File: src/rtl/uart_word_rx.sv
// UART receiver (8N1) that packs BYTES_PER_WORD bytes, first byte most significant, into one word.
// Define UART_WORD_RX_PARITY_EN to add an even-parity bit after the data bits.
module uart_word_rx #(
  parameter int CLKS_PER_BIT   = 434,
  parameter int BYTES_PER_WORD = 2
) (
  input  logic                        clk,
  input  logic                        rst,
  input  logic                        from_computer,
  output logic [8*BYTES_PER_WORD-1:0] word_out,
  output logic                        word_valid,
  input  logic                        word_ready,
  output logic                        frame_err,
  output logic                        overrun,
  output logic [2:0]                  fsm_state
);

  localparam int W   = 8 * BYTES_PER_WORD;
  localparam int CW  = $clog2(CLKS_PER_BIT + 1);
  localparam int BIW = (BYTES_PER_WORD > 1) ? $clog2(BYTES_PER_WORD) : 1;

`ifdef UART_WORD_RX_PARITY_EN
  typedef enum logic [2:0] {IDLE = 3'd0, START = 3'd1, DATA = 3'd2, STOP = 3'd3,
                            PARITY = 3'd4} state_t;
  logic par_bad;
`else
  typedef enum logic [2:0] {IDLE = 3'd0, START = 3'd1, DATA = 3'd2, STOP = 3'd3} state_t;
`endif

  state_t          state;
  logic            sync1, line;
  logic [CW-1:0]   cnt;
  logic [2:0]      bit_idx;
  logic [7:0]      shift;
  logic [BIW-1:0]  byte_idx;
  logic [W-1:0]    word_acc;
  logic            word_done;
  logic            stop_wait;

  assign fsm_state = state;

  always_ff @(posedge clk or posedge rst) begin
    if (rst) begin
      sync1 <= 1'b1;
      line  <= 1'b1;
    end else begin
      sync1 <= from_computer;
      line  <= sync1;
    end
  end

  always_ff @(posedge clk or posedge rst) begin
    if (rst) begin
      state     <= IDLE;
      cnt       <= '0;
      bit_idx   <= '0;
      shift     <= '0;
      byte_idx  <= '0;
      word_acc  <= '0;
      word_done <= 1'b0;
      stop_wait <= 1'b0;
      frame_err <= 1'b0;
`ifdef UART_WORD_RX_PARITY_EN
      par_bad   <= 1'b0;
`endif
    end else begin
      frame_err <= 1'b0;
      word_done <= 1'b0;
      case (state)
        IDLE: begin
          if (!line) begin
            state <= START;
            cnt   <= '0;
          end
        end
        START: begin
          // Mid-bit recheck rejects short glitches without flagging an error.
          if (cnt == CW'(CLKS_PER_BIT / 2)) begin
            cnt <= '0;
            if (line) begin
              state <= IDLE;
            end else begin
              bit_idx <= '0;
              state   <= DATA;
            end
          end else begin
            cnt <= cnt + 1'b1;
          end
        end
        DATA: begin
          if (cnt == CW'(CLKS_PER_BIT - 1)) begin
            cnt       <= '0;
            shift     <= {line, shift[7:1]};
            bit_idx   <= bit_idx + 1'b1;
            stop_wait <= 1'b0;
            if (bit_idx == 3'd7) begin
`ifdef UART_WORD_RX_PARITY_EN
              state <= PARITY;
`else
              state <= STOP;
`endif
            end
          end else begin
            cnt <= cnt + 1'b1;
          end
        end
`ifdef UART_WORD_RX_PARITY_EN
        PARITY: begin
          if (cnt == CW'(CLKS_PER_BIT - 1)) begin
            cnt   <= '0;
            state <= STOP;
            if (line != ^shift) begin
              frame_err <= 1'b1;
              par_bad   <= 1'b1;
              byte_idx  <= '0;
            end else begin
              par_bad <= 1'b0;
            end
          end else begin
            cnt <= cnt + 1'b1;
          end
        end
`endif
        STOP: begin
          if (stop_wait) begin
            // Broken frame: hold here until the line returns to idle.
            if (line) begin
              stop_wait <= 1'b0;
              state     <= IDLE;
            end
          end else if (cnt == CW'(CLKS_PER_BIT - 1)) begin
            cnt <= '0;
            if (line) begin
              state <= IDLE;
`ifdef UART_WORD_RX_PARITY_EN
              if (!par_bad)
`endif
              begin
                word_acc <= (word_acc << 8) | W'(shift);
                if (byte_idx == BIW'(BYTES_PER_WORD - 1)) begin
                  byte_idx  <= '0;
                  word_done <= 1'b1;
                end else begin
                  byte_idx <= byte_idx + 1'b1;
                end
              end
            end else begin
              frame_err <= 1'b1;
              byte_idx  <= '0;
              stop_wait <= 1'b1;
            end
          end else begin
            cnt <= cnt + 1'b1;
          end
        end
        default: state <= IDLE;
      endcase
    end
  end

  // Handshake: a word transfers on any edge with word_valid && word_ready; word_valid
  // then stays high only if a new word completes on that same edge.
  always_ff @(posedge clk or posedge rst) begin
    if (rst) begin
      word_out   <= '0;
      word_valid <= 1'b0;
      overrun    <= 1'b0;
    end else begin
      overrun <= 1'b0;
      if (word_done) begin
        if (!word_valid || word_ready) begin
          word_out   <= word_acc;
          word_valid <= 1'b1;
        end else begin
          overrun <= 1'b1;
        end
      end else if (word_valid && word_ready) begin
        word_valid <= 1'b0;
      end
    end
  end

endmodule

File: config.mk
export PLATFORM = sky130hd
export DESIGN_NAME = uart_word_rx
export DESIGN_NICKNAME = d
export VERILOG_FILES = /design/src/rtl/uart_word_rx.sv
export SDC_FILE = /design/constraint.sdc
export NUM_CORES = 1
export LEC_CHECK = 0
export ABC_AREA = 1
export BUFFER_PORTS_ARGS = -buffer_cell sky130_fd_sc_hd__buf_2
export CAP_MARGIN = 0
export CORE_ASPECT_RATIO = 1.25
export CORE_MARGIN = 1.5
export CORE_UTILIZATION = 53
export CTS_CLUSTER_DIAMETER = 100
export CTS_CLUSTER_SIZE = 30
export DETAILED_ROUTE_END_ITERATION = 8
export PLACE_DENSITY = 0.77
export SETUP_SLACK_MARGIN = 0.05
export SYNTH_ARGS = -nofsm -noshare
export SYNTH_HDL_FRONTEND = slang
export SYNTH_SLANG_ARGS = --single-unit
File: constraint.sdc
create_clock -name clk -period 1.59 [get_ports clk]
set_input_delay 0.159 -clock clk [delete_from_list [all_inputs] [get_ports clk]]
set_output_delay 0.159 -clock clk [all_outputs]
set_load 0.01 [all_outputs]
==> run summary, run 1 <==
Synth Cell Area - 0.002900 mm²
MaxCap Viol Count - 0
Util after Layout - 66.70%
worst clock skew - 6.751 ps
Hold Vio Cnt, Final - 0
RSZ-0062 raised after global routing - yes
Peak VDD IR - 0.0007468 V
Die ar. - 0.005928 mm²
core area - 0.005189 mm²
dpl cells - 390
Die H - 85.71 µm
Post-route DRC - 0
Root Driver - clkbuf_8
Synth area leaders - dfrtp_1, nand2_1, o21ai_2, inv_1, ha_1
total negative slack - 0 ps
top cell type's share of synthesized area - 51.77%
syn_nets - 314
TritonCTS buffer count - 9
area of placed instances - 0.003167 mm²
final HPWL from detailed placement - 3303 µm
crit path DAT - 1670 ps
IO Port Bufs - 24
register area share after synthesis - 53.58%
leakage power - 1.678 nW
Post-synth top flop - dfrtp_1
vias - 2,009
Post-Layout Cell Count - 411
Min-Delay Path Class - input pin to flop
area grow syn2layout - 19.33%
WL/cell - 12.42 µm
die width - 69.17 µm
H-Tree Depth - 3
clock-pin slew on the worst setup and hold paths - 70 ps
Reg2Reg Setup Slack - 140 ps
Fmax - 689.5 MHz
Ant. Diodes - 0
status - complete, no violations
average size of a mapped cell - 9.668 µm²
largest net degree at the start of global routing - 63
yosys warns - 0
RR Endpoint - cnt[3]
share of cells above drive strength 1 - 35.82%
CTS sink count - 62
Reg2Reg Launch Point - fsm_state[1]
CP Data Required Time - 1810 ps
largest area contributor in the netlist - dfrtp_1
post-DR vias/cell - 4.888
Final ANT Viol Nets - 0
IO Pins - 26
initial antenna violation count - 0
Starting Density - 55.90%
Tmin final - 1450 ps
commonest cells in the netlist - nand2_1, dfrtp_1, inv_1
Final Total Pwr - 2.811 mW
TritonCTS clock tree - built
Synth cell types - 29
Hold Path Sink - overrun
Reg2Reg Depth - 7
DR iter-0 viols - 128
Setup crit start kind - flop
crit end category - flop
EDFF count, synth - 0
gr ovfl total - 0
Overall Global Routing Usage - 18.46%
final WL - 5106 µm
final worst-path cycle share - 91.22%
Clock Latency Late Sink - 330 ps
Power per Cell Area - 812.1 mW/mm²
Async SR Flop Fraction - 100.0%
endpoints failing setup - 0
Syn Inst Count - 300
Final Max Tran Viols - 0
post-route cell area - 0.003461 mm²
Seq cells post-synth - 62
Placement Rows - 29
crit-path max FO - 7
Nets - 358
gp weighted congestion - 0.8514
vias in the first global route - 1,953
hold path depth - 4
CTS max path bufs - 2
kind of critical path - flop to flop
Min-Delay Startpoint - word_ready
first-pass iteration count of the detailed router - 4
first-pass GRT wire length - 8576 µm
top-count cell post-synth - nand2_1
[cell usage in the layout (no fill, tap or decap), types with 2 or more instances in the layout]
cell / instances
nor2_2: 4
o21ai_1: 11
dlygate4sd3_1: 2
buf_4: 10
nand2_2: 20
ha_4: 2
o21ai_2: 17
dfstp_2: 2
nor2_1: 18
mux2_2: 8
ha_1: 7
nand2_4: 3
xor2_1: 4
clkinv_2: 3
nand2_1: 56
buf_2: 24
inv_2: 5
inv_1: 33
clkinvlp_4: 3
nor2_4: 4
buf_12: 3
clkbuf_8: 9
o21ai_0: 15
dfrtp_1: 59
nor3_1: 3
nand4_1: 2
nand3_1: 10
[worst max-delay path by stage]
stage,cells past startpoint,startpoint,end
after detailed placement,7,fsm_state[1],cnt[8]
after CTS,9,fsm_state[0],cnt[8]
after global routing,8,fsm_state[1],bit_idx[2]
final,7,fsm_state[1],cnt[3]
after global placement,7,fsm_state[1],cnt[8]
after floorplan,9,fsm_state[0],cnt[8]
[worst max-delay path, cell delays in order, from the launching register on]
cell and delay (ps):
dfrtp_2 440, ha_1 220, inv_1 110, nand2_1 90, nand2_2 70, nand2_2 70
a21oi_4 240, nor2_1 80
[power by group]
group / switching [mW] / total, mW / internal [mW]
Sequential: 0.00290 / 1.58 / 1.58
Combinational: 0.0375 / 0.0504 / 0.0129
Clock: 0.617 / 1.18 / 0.559
[final cells by class]
class	instances	area, µm²
clock buffers	10	127.6
clock inverters	6	38.79
fillers	413	1728
inverters	40	158.9
multi-input cells	191	1202
flip-flops and latches	62	1555
well taps	62	77.57
repair buffers	40	300.3
[metrics by stage]
step	hold slack (ps)	setup slack (ps)
after floorplan	163.5	69.43
after global placement	264.7	84.26
after detailed placement	265.6	55.11
after CTS	87.86	66.34
after global routing	108.1	30.70
final	97.70	139.7
[registers in the layout, indices dropped and copies added (netlist names)]
signal / count
bit_idx: 3
byte_idx: 1
cnt: 9
frame_err: 1
fsm_state: 2
line: 1
overrun: 1
shift: 8
stop_wait: 1
sync1: 1
word_acc: 16
word_done: 1
word_out: 16
word_valid: 1
[what timing repair did]
action / CTS / global route
gates resized for setup: 2 / 21
setup buffers: 1 / 1
gates cloned: 0 / 1
hold buffers: 2 / 0
endpoints found under the setup margin: 4 / 28
pin swaps: 2 / 9
hold endpoints to repair: 61 / 0
[metal layers]
metal,GRT usage [%],vias up,share of wire (%)
met4,8.734,0,1.9
met3,4.583,8,3.0
met2,31.47,32,52
met5,0,-,0
met1,22.01,942,43
li1,-,1027,-
[cells by family after synthesis]
family / synth area share [%]
buf+inv: 7.463
xor+xnor: 1.510
other cells: 0.1293
mux: 3.106
compound gates: 10.35
fa+ha+maj: 4.314
simple gates: 19.54
flops: 53.58
(Power assumes the default switching activity.)
==> run 2, diff against run 1 <==
CORE_UTILIZATION = 59   (was 53)
PLACE_DENSITY = 0.81   (was 0.77)
clock period = 1.5 ns   (was 1.59 ns; I/O delays follow)
==> run 2 against run 1 <==
  * The run now ends with setup timing left
  * Maximum frequency shrank 6.4%
  * Final area grew 12%
  * Worst setup slack lost 190 ps
  * Utilization grew 15 points
  * Sequential cell count is the same
  * Sequential power grew 6%
  * Combinational power grew 18%
  * Global-route usage grew 5.0 points
  * Largest power group unchanged
  * Count of clock-buffer cells in the layout grew 3
  * Hold slack gained 24 ps
  * Total power grew 16%
==> run summary, run 2 (synthesis gave the netlist of run 1 again) <==
status - finished, violations left (was complete, no violations)
violated checks - setup timing
setup ws final - -48.67 ps (was 139.7 ps)
Die H - 81.39 µm (was 85.71 µm)
CTS max path bufs - 2 (unchanged)
worst clock skew - 9.298 ps (was 6.751 ps)
Fmax - 645.7 MHz (was 689.5 MHz)
Overall Global Routing Usage - 23.45% (was 18.46%)
Hold Path Sink - overrun (unchanged)
Post-route DRC - 0 (unchanged)
Power per Cell Area - 837.2 mW/mm² (was 812.1 mW/mm²)
Final ANT Viol Nets - 0 (unchanged)
Final Total Pwr - 3.246 mW (was 2.811 mW)
RSZ-0062 raised after global routing - yes (unchanged)
M3 GR Usage - 6.233% (was 4.583%)
most frequent cells in the layout - dfrtp_1, nand2_1, inv_1 (unchanged)
Root Driver - clkbuf_8 (unchanged)
share of cells above drive strength 1 - 44.23% (was 35.82%)
vias in the first global route - 2,135 (was 1,953)
Tmin final - 1549 ps (was 1450 ps)
WL/cell - 15.90 µm (was 12.42 µm)
Min-Delay Path Class - input pin to flop (unchanged)
crit path DAT - 1790 ps (was 1670 ps)
CP peak stage delay - 390 ps (was 440 ps)
IO Pins - 26 (unchanged)
total negative slack - -327.5 ps (was 0 ps)
core area - 0.004730 mm² (was 0.005189 mm²)
endpoints failing setup - 13 (was 0)
crit end category - flop (unchanged)
Placement Rows - 28 (was 29)
Reg2Reg Launch Point - cnt[1] (was fsm_state[1])
Reg2Reg Depth - 10 (was 7)
dpl cells - 392 (was 390)
final WL - 6740 µm (was 5106 µm)
Post-Layout Cell Count - 424 (was 411)
area grow syn2layout - 33.69% (was 19.33%)
CTS sink count - 62 (unchanged)
worst path cell trace - inv_2 -> ha_4 -> nand2_4 -> nor2_4 -> nand2_4 -> clkinv_4 -> nand3_4 -> clkbuf_16 -> nand2_4 -> o21ai_2 (was ha_1 -> inv_1 -> nand2_1 -> nand2_2 -> nand2_2 -> a21oi_4 -> nor2_1)
post-route cell area - 0.003877 mm² (was 0.003461 mm²)
grt met2 use - 42.22% (was 31.47%)
Slowest-stage cell, CP - dfrtp_1 (was dfrtp_2)
largest net degree at the start of global routing - 63 (unchanged)
area of placed instances - 0.003196 mm² (was 0.003167 mm²)
crit-path max FO - 8 (was 7)
DR iter-0 viols - 144 (was 128)
hold path depth - 4 (unchanged)
gr ovfl total - 0 (unchanged)
MaxCap Viol Count - 0 (unchanged)
initial antenna violation count - 0 (unchanged)
Die ar. - 0.005348 mm² (was 0.005928 mm²)
cell mode on critical path - nand2_4 (was nand2_2)
final HPWL from detailed placement - 3447 µm (was 3303 µm)
Critical path buffers and inverters - 3 (was 1)
kind of critical path - flop to flop (unchanged)
Peak VDD IR - 0.0007373 V (was 0.0007468 V)
Min-Delay Startpoint - word_ready (unchanged)
TritonCTS clock tree - built (unchanged)
commonest non-fill, non-tap cell in the layout - dfrtp_1 (unchanged)
Starting Density - 61.32% (was 55.90%)
IO Port Bufs - 24 (unchanged)
first-pass GRT wire length - 9301 µm (was 8576 µm)
leakage power - 1.845 nW (was 1.678 nW)
RR Endpoint - word_acc[15] (was cnt[3])
biggest regs - word_acc: 16 flops, word_out: 16 flops, cnt: 9 flops (unchanged)
TritonCTS buffer count - 9 (unchanged)
first-pass iteration count of the detailed router - 4 (unchanged)
die width - 65.71 µm (was 69.17 µm)
critical path's top delay family - simple AND/OR/NAND/NOR gates (was flip-flops)
Setup crit start kind - flop (unchanged)
Crit. Startpoint - cnt[1] (was fsm_state[1])
CP Data Required Time - 1740 ps (was 1810 ps)
gp weighted congestion - 0.8469 (was 0.8514)
post-DR vias/cell - 5.351 (was 4.888)
Nets - 373 (was 358)
Hold Vio Cnt, Final - 0 (unchanged)
Ant. Diodes - 0 (unchanged)
Final Max Tran Viols - 0 (unchanged)
Setup WS pre-CTS - -45.50 ps (was 55.11 ps)
gr busiest metal - met2 (unchanged)
met1 Resource Use GR - 25.80% (was 22.01%)
vias - 2,269 (was 2,009)
final worst-path cycle share - 103.2% (was 91.22%)
Clock Latency Late Sink - 350 ps (was 330 ps)
clock-pin slew on the worst setup and hold paths - 70 ps (about the same)
number of fill cells - 266 (was 413)
Reg2Reg Setup Slack - -50 ps (was 140 ps)
H-Tree Depth - 3 (unchanged)
run 2: changes by cell type in the layout (fill, tap and decap cells not counted), moves of 3 or more:
cell | previous run | this run
inv_1 | 33 | 30
buf_4 | 10 | 18
buf_6 | 0 | 4
nand3_2 | 1 | 5
nand3_1 | 10 | 5
nand2_2 | 20 | 8
o21ai_0 | 15 | 10
o21ai_1 | 11 | 15
nand2_4 | 3 | 23
nand2_1 | 56 | 48
run 2: per-layer routing:
layer	vias up	routed length (µm)	part of all wire, %
li1	1067	-	-
met1	1121	2553	38
met2	62	3753	56
met3	19	245	3.6
met4	0	189	2.8
met5	-	0	0
run 2: report_power, final:
group	internal [mW]	leakage (nW)	switching, mW
clock network	0.857	0.0996	0.651
registers	1.68	0.841	0.00229
logic	0.0162	0.905	0.0432
total	2.55	1.85	0.697
run 2: cell type report:
class,instances,area [µm²],area share [%]
multi-input combinational,192,1426,36.79
clock inverter,3,42.54,1.097
inverter,40,161.4,4.163
sequential,62,1558,40.17
timing repair buffer,54,455.4,11.75
clock buffer,13,158.9,4.098
tap,60,75.07,1.936
run 2: worst max-delay path by stage:
stage	to	depth (start not counted)
after global routing	word_acc[1]	10
after global placement	cnt[8]	9
after floorplan	word_acc[2]	10
final	word_acc[15]	10
after CTS	word_acc[14]	10
after detailed placement	cnt[8]	9
run 2: timing repair:
action,4_1_cts,5_1_grt
endpoints found under the hold margin,61,0
gates cloned,0,6
setup buffers,6,3
pin swaps,12,15
resized for setup,24,53
hold buffers,2,0
setup endpoints to repair,29,34
run 2: worst reg2reg max path: stages, from the launching register on:
cell       delay, ps
dfrtp_1          390
inv_2             70
ha_4             150
nand2_4           60
nor2_4           120
nand2_4           80
clkinv_4          60
nand3_4          150
clkbuf_16        240
nand2_4           80
o21ai_2           50
run 2: stage by stage:
step                utilization, %  hold WS [ps]
CTS                          74.76         75.46
detailed placement           67.57         256.7
floorplan                        -         154.5
global placement             67.57         255.1
global route                 81.98         143.2
finish                       81.98         121.3
==> run 3, diff against run 2 <==
CORE_MARGIN = 5   (was 1.5)
==> run 3 against run 2 <==
  * The flow still finishes with violations (setup timing)
  * Hold slack got worse by 47 ps
  * Global-route usage shrank 2.7 points
  * Sequential share of layout area is 1.4 points higher
  * Cell count decreased by 1.7%
  * Register-to-register slack about the same
  * Largest cell class unchanged
  * Largest power group unchanged
==> run summary, run 3 (synthesis gave the netlist of run 1 again) <==
TritonCTS buffer count - 9 (unchanged)
vias in the first global route - 2,143 (was 2,135)
Post-route DRC - 0 (unchanged)
post-DR vias/cell - 5.338 (was 5.351)
Hold Vio Cnt, Final - 0 (unchanged)
DR iter-0 viols - 97 (was 144)
Reg2Reg Setup Slack - -60 ps (was -50 ps)
initial antenna violation count - 0 (unchanged)
status - finished, violations left (unchanged)
Fin Hold WS - 74.64 ps (was 121.3 ps)
Die H - 88.39 µm (was 81.39 µm)
kind of critical path - flop to flop (unchanged)
worst path cell trace - inv_2 -> ha_4 -> nand2_2 -> nor2_2 -> nand2_2 -> nand2_4 -> nand2_4 -> a21oi_4 -> nor2_1 (was inv_2 -> ha_4 -> nand2_4 -> nor2_4 -> nand2_4 -> clkinv_4 -> nand3_4 -> clkbuf_16 -> nand2_4 -> o21ai_2)
Power per Cell Area - 863.1 mW/mm² (was 837.2 mW/mm²)
final HPWL from detailed placement - 3611 µm (was 3447 µm)
CTS sink count - 62 (unchanged)
MaxCap Viol Count - 0 (unchanged)
RR Endpoint - cnt[2] (was word_acc[15])
Starting Density - 60.87% (was 61.32%)
leakage power - 1.761 nW (was 1.845 nW)
commonest non-fill, non-tap cell in the layout - dfrtp_1 (unchanged)
biggest regs - word_acc: 16 flops, word_out: 16 flops, cnt: 9 flops (unchanged)
Overall Global Routing Usage - 20.73% (was 23.45%)
area grow syn2layout - 28.95% (was 33.69%)
Fmax - 641.2 MHz (was 645.7 MHz)
die width - 72.71 µm (was 65.71 µm)
most frequent cells in the layout - dfrtp_1, nand2_1, inv_1 (unchanged)
gr ovfl total - 0 (unchanged)
RSZ-0062 raised after global routing - yes (unchanged)
Ant. Diodes - 0 (unchanged)
Setup WS pre-CTS - -23.55 ps (was -45.50 ps)
area of placed instances - 0.003173 mm² (was 0.003196 mm²)
Nets - 366 (was 373)
Min-Delay Path Class - input pin to flop (unchanged)
CTS max path bufs - 2 (unchanged)
Min-Delay Startpoint - word_ready (unchanged)
final WL - 6298 µm (was 6740 µm)
vias - 2,226 (was 2,269)
CP peak stage delay - 390 ps (about the same)
worst clock skew - 6.031 ps (was 9.298 ps)
Reg2Reg Depth - 9 (was 10)
Hold Path Sink - overrun (unchanged)
first-pass iteration count of the detailed router - 5 (was 4)
hold path depth - 4 (unchanged)
largest net degree at the start of global routing - 27 (was 63)
Tmin final - 1560 ps (was 1549 ps)
Peak VDD IR - 0.0007863 V (was 0.0007373 V)
Root Driver - clkbuf_8 (unchanged)
post-route cell area - 0.003740 mm² (was 0.003877 mm²)
gp weighted congestion - 0.7889 (was 0.8469)
Setup crit start kind - flop (unchanged)
share of cells above drive strength 1 - 42.58% (was 44.23%)
violated checks - setup timing (unchanged)
Die ar. - 0.006427 mm² (was 0.005348 mm²)
endpoints failing setup - 22 (was 13)
CP Data Required Time - 1720 ps (was 1740 ps)
crit end category - flop (unchanged)
Slowest-stage cell, CP - dfrtp_1 (unchanged)
crit-path max FO - 7 (was 8)
Final ANT Viol Nets - 0 (unchanged)
H-Tree Depth - 3 (unchanged)
final worst-path cycle share - 104.0% (was 103.2%)
WL/cell - 15.10 µm (was 15.90 µm)
IO Pins - 26 (unchanged)
first-pass GRT wire length - 10,090 µm (was 9301 µm)
TritonCTS clock tree - built (unchanged)
setup ws final - -59.63 ps (was -48.67 ps)
Reg2Reg Launch Point - cnt[1] (unchanged)
core area - 0.004765 mm² (was 0.004730 mm²)
Clock Latency Late Sink - 340 ps (was 350 ps)
crit path DAT - 1780 ps (was 1790 ps)
Final Max Tran Viols - 0 (unchanged)
Placement Rows - 28 (unchanged)
IO Port Bufs - 24 (unchanged)
clock-pin slew on the worst setup and hold paths - 70 ps (about the same)
-- run 3: layer usage --
layer / vias to the layer above / share of wire, % / GRT usage (%)
met3: 14 / 4.4 / 5.455
met4: 0 / 2.8 / 8.221
met2: 56 / 53 / 36.70
met1: 1106 / 40 / 23.75
li1: 1050 / - / -
met5: - / 0 / 0
-- run 3: worst max-delay path: cells and delay by family, from the launching register on --
family / cells / cell delay (ps)
flip-flops: 1 / 390
buffers and inverters: 1 / 70
adder cells (fa/ha/maj): 1 / 140
AO/OA/AOI/OAI: 1 / 250
AND/OR/NAND/NOR: 6 / 580
-- run 3: per-stage QoR --
| stage | power, mW | setup TNS, ps | util, % | std cells |
|---|---|---|---|---|
| finish | 3.228 | -604.4 | 78.49 | 417 |
| global route | 3.347 | -2553 | 78.49 | 417 |
| CTS | 3.236 | -83.08 | 74.61 | 414 |
| detailed placement | 1.765 | -55.46 | 66.60 | 389 |
| global placement | 1.764 | 0 | 66.60 | 389 |
| floorplan | 1.742 | 0 | - | 300 |
-- run 3: what timing repair did --
action                     4_1_cts  5_1_grt
cloned                           3        1
hold buffers                     2        0
setup endpoints to repair       28       39
hold endpoints to repair        12        0
setup buffers                    4        2
gates resized for setup         16       49
pin swaps                        4       11
-- run 3: how the worst max path moves through the flow --
| stage | startpoint | endpoint | slack (ps) | cells past startpoint |
|---|---|---|---|---|
| final | cnt[1] | cnt[2] | -60 | 9 |
| after global routing | cnt[8] | cnt[2] | -150 | 8 |
| after CTS | cnt[1] | word_acc[1] | -10 | 10 |
| after detailed placement | cnt[1] | cnt[5] | -20 | 9 |
| after global placement | cnt[1] | cnt[8] | 9 | 9 |
| after floorplan | cnt[1] | word_acc[2] | 60 | 10 |
-- run 3: layout make-up --
cell class | instances | area (µm²)
fill | 296 | 1025
timing repair buffer | 47 | 399.1
clock inverter | 3 | 42.54
clock buffer | 13 | 158.9
inverter | 40 | 163.9
sequential | 62 | 1556
tap | 60 | 75.07
multi-input combinational | 192 | 1344
-- run 3: report_power, final --
part	leakage [nW]	internal (mW)	switching, mW	total, mW
registers	0.843	1.68	0.00350	1.68
logic	0.818	0.0151	0.0405	0.0557
clock network	0.0996	0.857	0.635	1.49
total	1.76	2.55	0.679	3.23
